--- config.mk ---
export PLATFORM = sky130hd
export DESIGN_NAME = key_conditioner
export DESIGN_NICKNAME = d
export VERILOG_FILES = /design/src/rtl/lock_pkg.sv /design/src/rtl/debounce_filter.sv /design/src/rtl/key_conditioner.sv
export SDC_FILE = /design/constraint.sdc
export NUM_CORES = 1
export LEC_CHECK = 0
export CAP_MARGIN = 5
export CORE_AREA = 2 2 39 41
export CTS_CLUSTER_DIAMETER = 120
export DETAILED_ROUTE_END_ITERATION = 7
export DIE_AREA = 0 0 41 43
export DONT_BUFFER_PORTS = 1
export GPL_ROUTABILITY_DRIVEN = 0
export MAX_ROUTING_LAYER = met4
export PLACE_DENSITY_LB_ADDON = 0.25
export SYNTH_ARGS = -nofsm -noshare
export SYNTH_HDL_FRONTEND = slang
export SYNTH_HIERARCHICAL = 1
export SYNTH_SLANG_ARGS = --single-unit
export TNS_END_PERCENT = 50
--- constraint.sdc ---
create_clock -name clk -period 1.3 [get_ports clk]
set_input_delay 0.39 -clock clk [delete_from_list [all_inputs] [get_ports clk]]
set_output_delay 0.39 -clock clk [all_outputs]
set_load 0.1 [all_outputs]
--- src/rtl/lock_pkg.sv ---
// lock_pkg: shared FSM state encoding and debounce default for the lock front-end
package lock_pkg;
   typedef enum logic {ST_IDLE = 1'b0, ST_HELD = 1'b1} state_t;
   localparam int DEFAULT_DEBOUNCE_CYCLES = 4;
endpackage

--- src/rtl/debounce_filter.sv ---
// debounce_filter: 2-FF synchroniser plus stability counter for one raw button
module debounce_filter
   import lock_pkg::*;
#(
   parameter int DEBOUNCE_CYCLES = DEFAULT_DEBOUNCE_CYCLES
) (
   input  logic clk,
   input  logic reset,
   input  logic din,
   output logic dout
);
   localparam int CNT_W = $clog2(DEBOUNCE_CYCLES + 1);
   logic s1, s2;
   logic [CNT_W-1:0] cnt;
   always_ff @(posedge clk) begin
      if (!reset) begin
         s1   <= 1'b0;
         s2   <= 1'b0;
         dout <= 1'b0;
         cnt  <= '0;
      end else begin
         s1 <= din;
         s2 <= s1;
         if (s2 == dout) cnt <= '0;
         else if (cnt == CNT_W'(DEBOUNCE_CYCLES - 1)) begin
            dout <= s2;
            cnt  <= '0;
         end else cnt <= cnt + CNT_W'(1);
      end
   end
endmodule

--- src/rtl/key_conditioner.sv ---
// key_conditioner: debounced keypad to one/zero/unlatch strobes for the lock FSM
module key_conditioner
   import lock_pkg::*;
#(
   parameter int DEBOUNCE_CYCLES = DEFAULT_DEBOUNCE_CYCLES
) (
   input  logic clk,
   input  logic reset,
   input  logic raw_one,
   input  logic raw_zero,
   output logic one,
   output logic zero,
   output logic unlatch,
   output logic busy
);
   logic db_one, db_zero, one_n, zero_n, unlatch_n;
   state_t state, state_n;
   debounce_filter #(.DEBOUNCE_CYCLES(DEBOUNCE_CYCLES)) u_db_one (
      .clk(clk), .reset(reset), .din(raw_one), .dout(db_one)
   );
   debounce_filter #(.DEBOUNCE_CYCLES(DEBOUNCE_CYCLES)) u_db_zero (
      .clk(clk), .reset(reset), .din(raw_zero), .dout(db_zero)
   );
   // any held key keeps us in HELD; only the IDLE->HELD edge strobes a key
   always_comb begin
      state_n   = (db_one || db_zero) ? ST_HELD : ST_IDLE;
      one_n     = (state == ST_IDLE) && db_one;
      zero_n    = (state == ST_IDLE) && !db_one && db_zero;
      unlatch_n = (state == ST_HELD) && !db_one && !db_zero;
   end
   always_ff @(posedge clk) begin
      if (!reset) begin
         state   <= ST_IDLE;
         one     <= 1'b0;
         zero    <= 1'b0;
         unlatch <= 1'b0;
      end else begin
         state   <= state_n;
         one     <= one_n;
         zero    <= zero_n;
         unlatch <= unlatch_n;
      end
   end
   assign busy = (state == ST_HELD);
endmodule

Yosys cells after proc, flatten, opt, wreduce, memory -nomap -nowiden --
Cells that the tools add are included.
Cells by class: reductions and logical operators 12, multiplexer cells 1, add/sub/neg operators 2, equal/unequal tests 4, bitwise gates (word level) 4
Operators by type and width (number):
- 3-bit by 1-bit adder with 3-bit output, second input constant | 2
- 3-bit by 2-bit equality test with 1-bit output, second input constant | 2
- 3-bit OR reduction | 2
- 1-bit logical AND | 5
- 1-bit NOT | 4
- 2-bit AND reduction | 2
- 1-bit equality test | 2
- 1-bit logical NOT | 2
- 1-bit logical OR | 1
- 1-bit two-way mux | 1
Storage, ports and cells: word-level logic and storage cells 35, output and inout bits 4, register bits after elaboration 16

Logic depth before layout (Yosys ltp) --
depth in word-level cells 3, gate-level depth with buffers 4, depth with buffers taken out 4

Modules after synthesis --
The synthesis kept the hierarchy.
By module, submodules not included:
- debounce_filter | area each 216.5 µm², cells each 17, seq. area each 120.1 µm², instances 2
- key_conditioner | area each 122.6 µm², cells each 8, seq. area each 80.1 µm², instances 1

Worst setup path before layout --
OpenSTA, ideal clock, no wires.
kind reg-to-reg, start point reg state, in the netlist busy, end point reg zero, buffers on the path 0, arrival 1.236 ns, slack -0.054 ns, stages on the path, launching flop included 2, required time 1.183 ns, cell sequence dfxtp_1 -> and4bb_2
Between the ends: cells in the longest elaborated chain, start to end 3
RTL lines:
- from (decl) | RTL line key_conditioner.sv:17 | state_t state, state_n;
- from (signal assigned) | RTL line key_conditioner.sv:38 | state <= state_n;
- 1-bit NOT | RTL line key_conditioner.sv:28 | zero_n = (state == ST_IDLE) && !db_one && db_zero;
- 1-bit logical AND (2 in a row) | RTL line key_conditioner.sv:28
- to (signal assigned) | RTL line key_conditioner.sv:40 | zero <= zero_n;
- to (decl) | RTL line key_conditioner.sv:12 | output logic zero,
No other way between the ends. A chain may end at the register's enable or synchronous reset.

Worst setup path in the final report --
start point reg u_db_one.cnt[0], end point reg u_db_one.cnt[2]
Between the ends: cells in the longest elaborated chain, start to end 2, elaborated cells between the ends (all ways) 3, those cells by class add/sub: 1; eq/ne: 1; reduce/logical: 1
RTL lines:
- from (decl) | RTL line debounce_filter.sv:14 | logic [CNT_W-1:0] cnt;
- from (signal assigned) | RTL line debounce_filter.sv:28 | end else cnt <= cnt + CNT_W'(1);
- parallel branches: the longest is 2 deep, another holds 3-bit by 1-bit adder with 3-bit output
Several ways; the timed one is not identified.

==> metrics <==
post-route ant nets 0; Worst-Margin Slew 0.290 ns; Critical-path top delay cell dfxtp_1; clock transition at the registers of the reported paths 0.08 ns; critical path capture point type flip-flop; combinational power share 0.017; die extent in y 43 um; number of max-cap violations 0; crit path launch type flip-flop; Tmin final 1.24 ns; clock share of power 0.324; Row Count 14; Final period util 0.952; Final Core Density 0.493; # DRC 0; share of layout cells above drive strength 1 0.265; Max Fclk 0.808 GHz; total core area 0.00138 mm2; HP Class in -> reg; RSZ-0062 raised after global routing false; GRT met2 Usage 0.191; global-route wire length before repair 1410 um; synthesis-stage register bit count 16; placed instance area 657 um2; status finished clean; max-slew violations 0; CTS tree done; I/O pin total 8; Root Buffer Master clkbuf_4; Max Root-Sink Buffers 2; hold_buf cts 0; Reg power frac 0.659; Die Width 41 um; Post-Syn Area 556 um2; Total Nets Final 59; gate count of the mapped netlist 42; final instance area 682 um2; drt via density 4.91; WP data required 1.47 ns; die area 0.00176 mm2; H-tree depth 1; peak supply drop 0.587 mV; PortBufs 0; total clock sinks 16; DP Wirelength 657 um; Setup Skew 0.00348 ns; DRT Pass-1 Iters 3; Switch Pwr 145 uW; top fanout value on the critical path 2; Mean Syn Cell Area 13.2 um2; sw frac 0.192; cell mode on critical path ha_1; M3 GR Usage 0.0471; Routed WL 889 um; area grow syn2layout 22.7%; initial drt markers 2; GR peak layer met2; vias 319; Worst EP arrival 1.41 ns; WL per Instance 13.7 um; # setup viols final 0; CP Cell Sequence ha_1, ha_1, nor4b_1; crit-path max cell delay 0.33 ns; Syn Nets 50; met1 usage 0.141; PD cells 1110 mW/mm2; post-synthesis sequential area ratio 0.577; antenna violations before repair 0; Fin Setup TNS 0 ns; Pint 611 uW; total grt overflow 0; largest net degree at the start of global routing 17; Final Hold Viols 0; clock latency on the worst-skew pair 0.28 ns; Layout Cells excl Fill 65; dpl cells 62; warnings from Yosys 6; vias in the first global route 343; Yosys cell types 11; number of CTS-inserted buffers 3; Ant. Diodes 0; Starting Density 0.401; GRT Total Usage 0.133; Worst slew margin 0.804; critical path type reg -> reg; Pleak 0.000257 uW
==> kinds of logic (layout without fill, tap and decap cells) <==
kind of cell	after synthesis	count (layout)	share of synthesized area
XOR/XNOR	2	2	0.0315
adder cells (fa/ha/maj)	4	4	0.0901
multiplexers	2	2	0.0360
AO/OA/AOI/OAI	1	1	0.0135
flip-flops	16	16	0.577
AND/OR/NAND/NOR	15	15	0.239
buffers and inverters	2	9	0.0135
==> area by class of cell <==
class	count	area [um2]
Fill cell	125	702
Sequential cell	16	324
Multi-Input combinational cell	24	228
Timing Repair Buffer	4	80.1
Clock buffer	3	22.5
Tap cell	16	20.0
Inverter	2	7.51
==> registers in the layout, summed over array words and instances (netlist names) <==
name	count
one	1
u_db_one/s1	1
u_db_one/s2	1
u_db_one/cnt	3
u_db_zero/s2	1
unlatch	1
busy	1
u_db_zero/cnt	3
u_db_zero/dout	1
u_db_zero/s1	1
zero	1
u_db_one/dout	1
==> synthesized netlist by cell type, drive strengths merged <==
| cell | n | area (um2) |
|---|---|---|
| xnor2 | 2 | 17.5 |
| ha | 4 | 50.1 |
| dfxtp | 16 | 320 |
| nor2b | 2 | 12.5 |
| inv | 2 | 7.51 |
| and4bb | 4 | 50.1 |
| and3b | 1 | 10.0 |
| mux2i | 2 | 20.0 |
| and2 | 4 | 25.0 |
| o21a | 1 | 7.51 |
| nor4b | 4 | 35.0 |
==> cells in the final DEF, fill, tap and decap left out, types with 2 or more instances in the layout <==
master    instances
mux2i_1           2
and4bb_2          4
xnor2_1           2
ha_1              4
dfxtp_1          15
nor2b_1           2
inv_1             2
and2_1            4
nor4b_1           4
clkbuf_4          3
buf_12            4
==> per-layer routing <==
layer,vias up,routed length (um)
li1,162,-
met2,6,494
met4,0,0
met1,151,369
met5,-,0
met3,0,25
==> power by group through the flow <==
stage | combinational (uW) | clock, uW | sequential, uW
after floorplan | 11.0 | 0 | 511
final | 12.7 | 245 | 499
after global placement | 11.5 | 0 | 512
after global routing | 14.1 | 276 | 499
after CTS | 12.5 | 257 | 499
after detailed placement | 12.5 | 0 | 512
==> per-stage QoR <==
stage,total power [uW],setup slack (ns),hold slack (ns)
2_1_floorplan,522,0.00102,0.407
3_3_place_gp,523,0.148,0.415
3_5_place_dp,525,0.0943,0.423
4_1_cts,768,0.0589,0.209
5_1_grt,789,0.000107,0.205
6_report,757,0.0627,0.223
==> worst max-delay path: cells and delay by family, from the launching register on <==
kind | cells | cell delay (ns)
adders and majority gates | 2 | 0.48
DFF | 1 | 0.33
and+or+nand+nor | 1 | 0.33
==> final timing paths <==
kind | from | end | slack (ns) | cells past startpoint
max reg2reg | u_db_one/cnt[0] | u_db_one/cnt[2] | 0.06 | 3
min reg2reg | u_db_zero/s1 | u_db_zero/s2 | 0.44 | 1
max | u_db_one/cnt[0] | u_db_one/cnt[2] | 0.06 | 3
min | reset | busy | 0.22 | 1
==> timing repair <==
action | 4_1_cts | 5_1_grt
setup endpoints to repair | 1 | 0
setup buffers | 0 | 0
gates resized for setup | 1 | 0
Note: power is estimated with default switching activity, not from simulation.
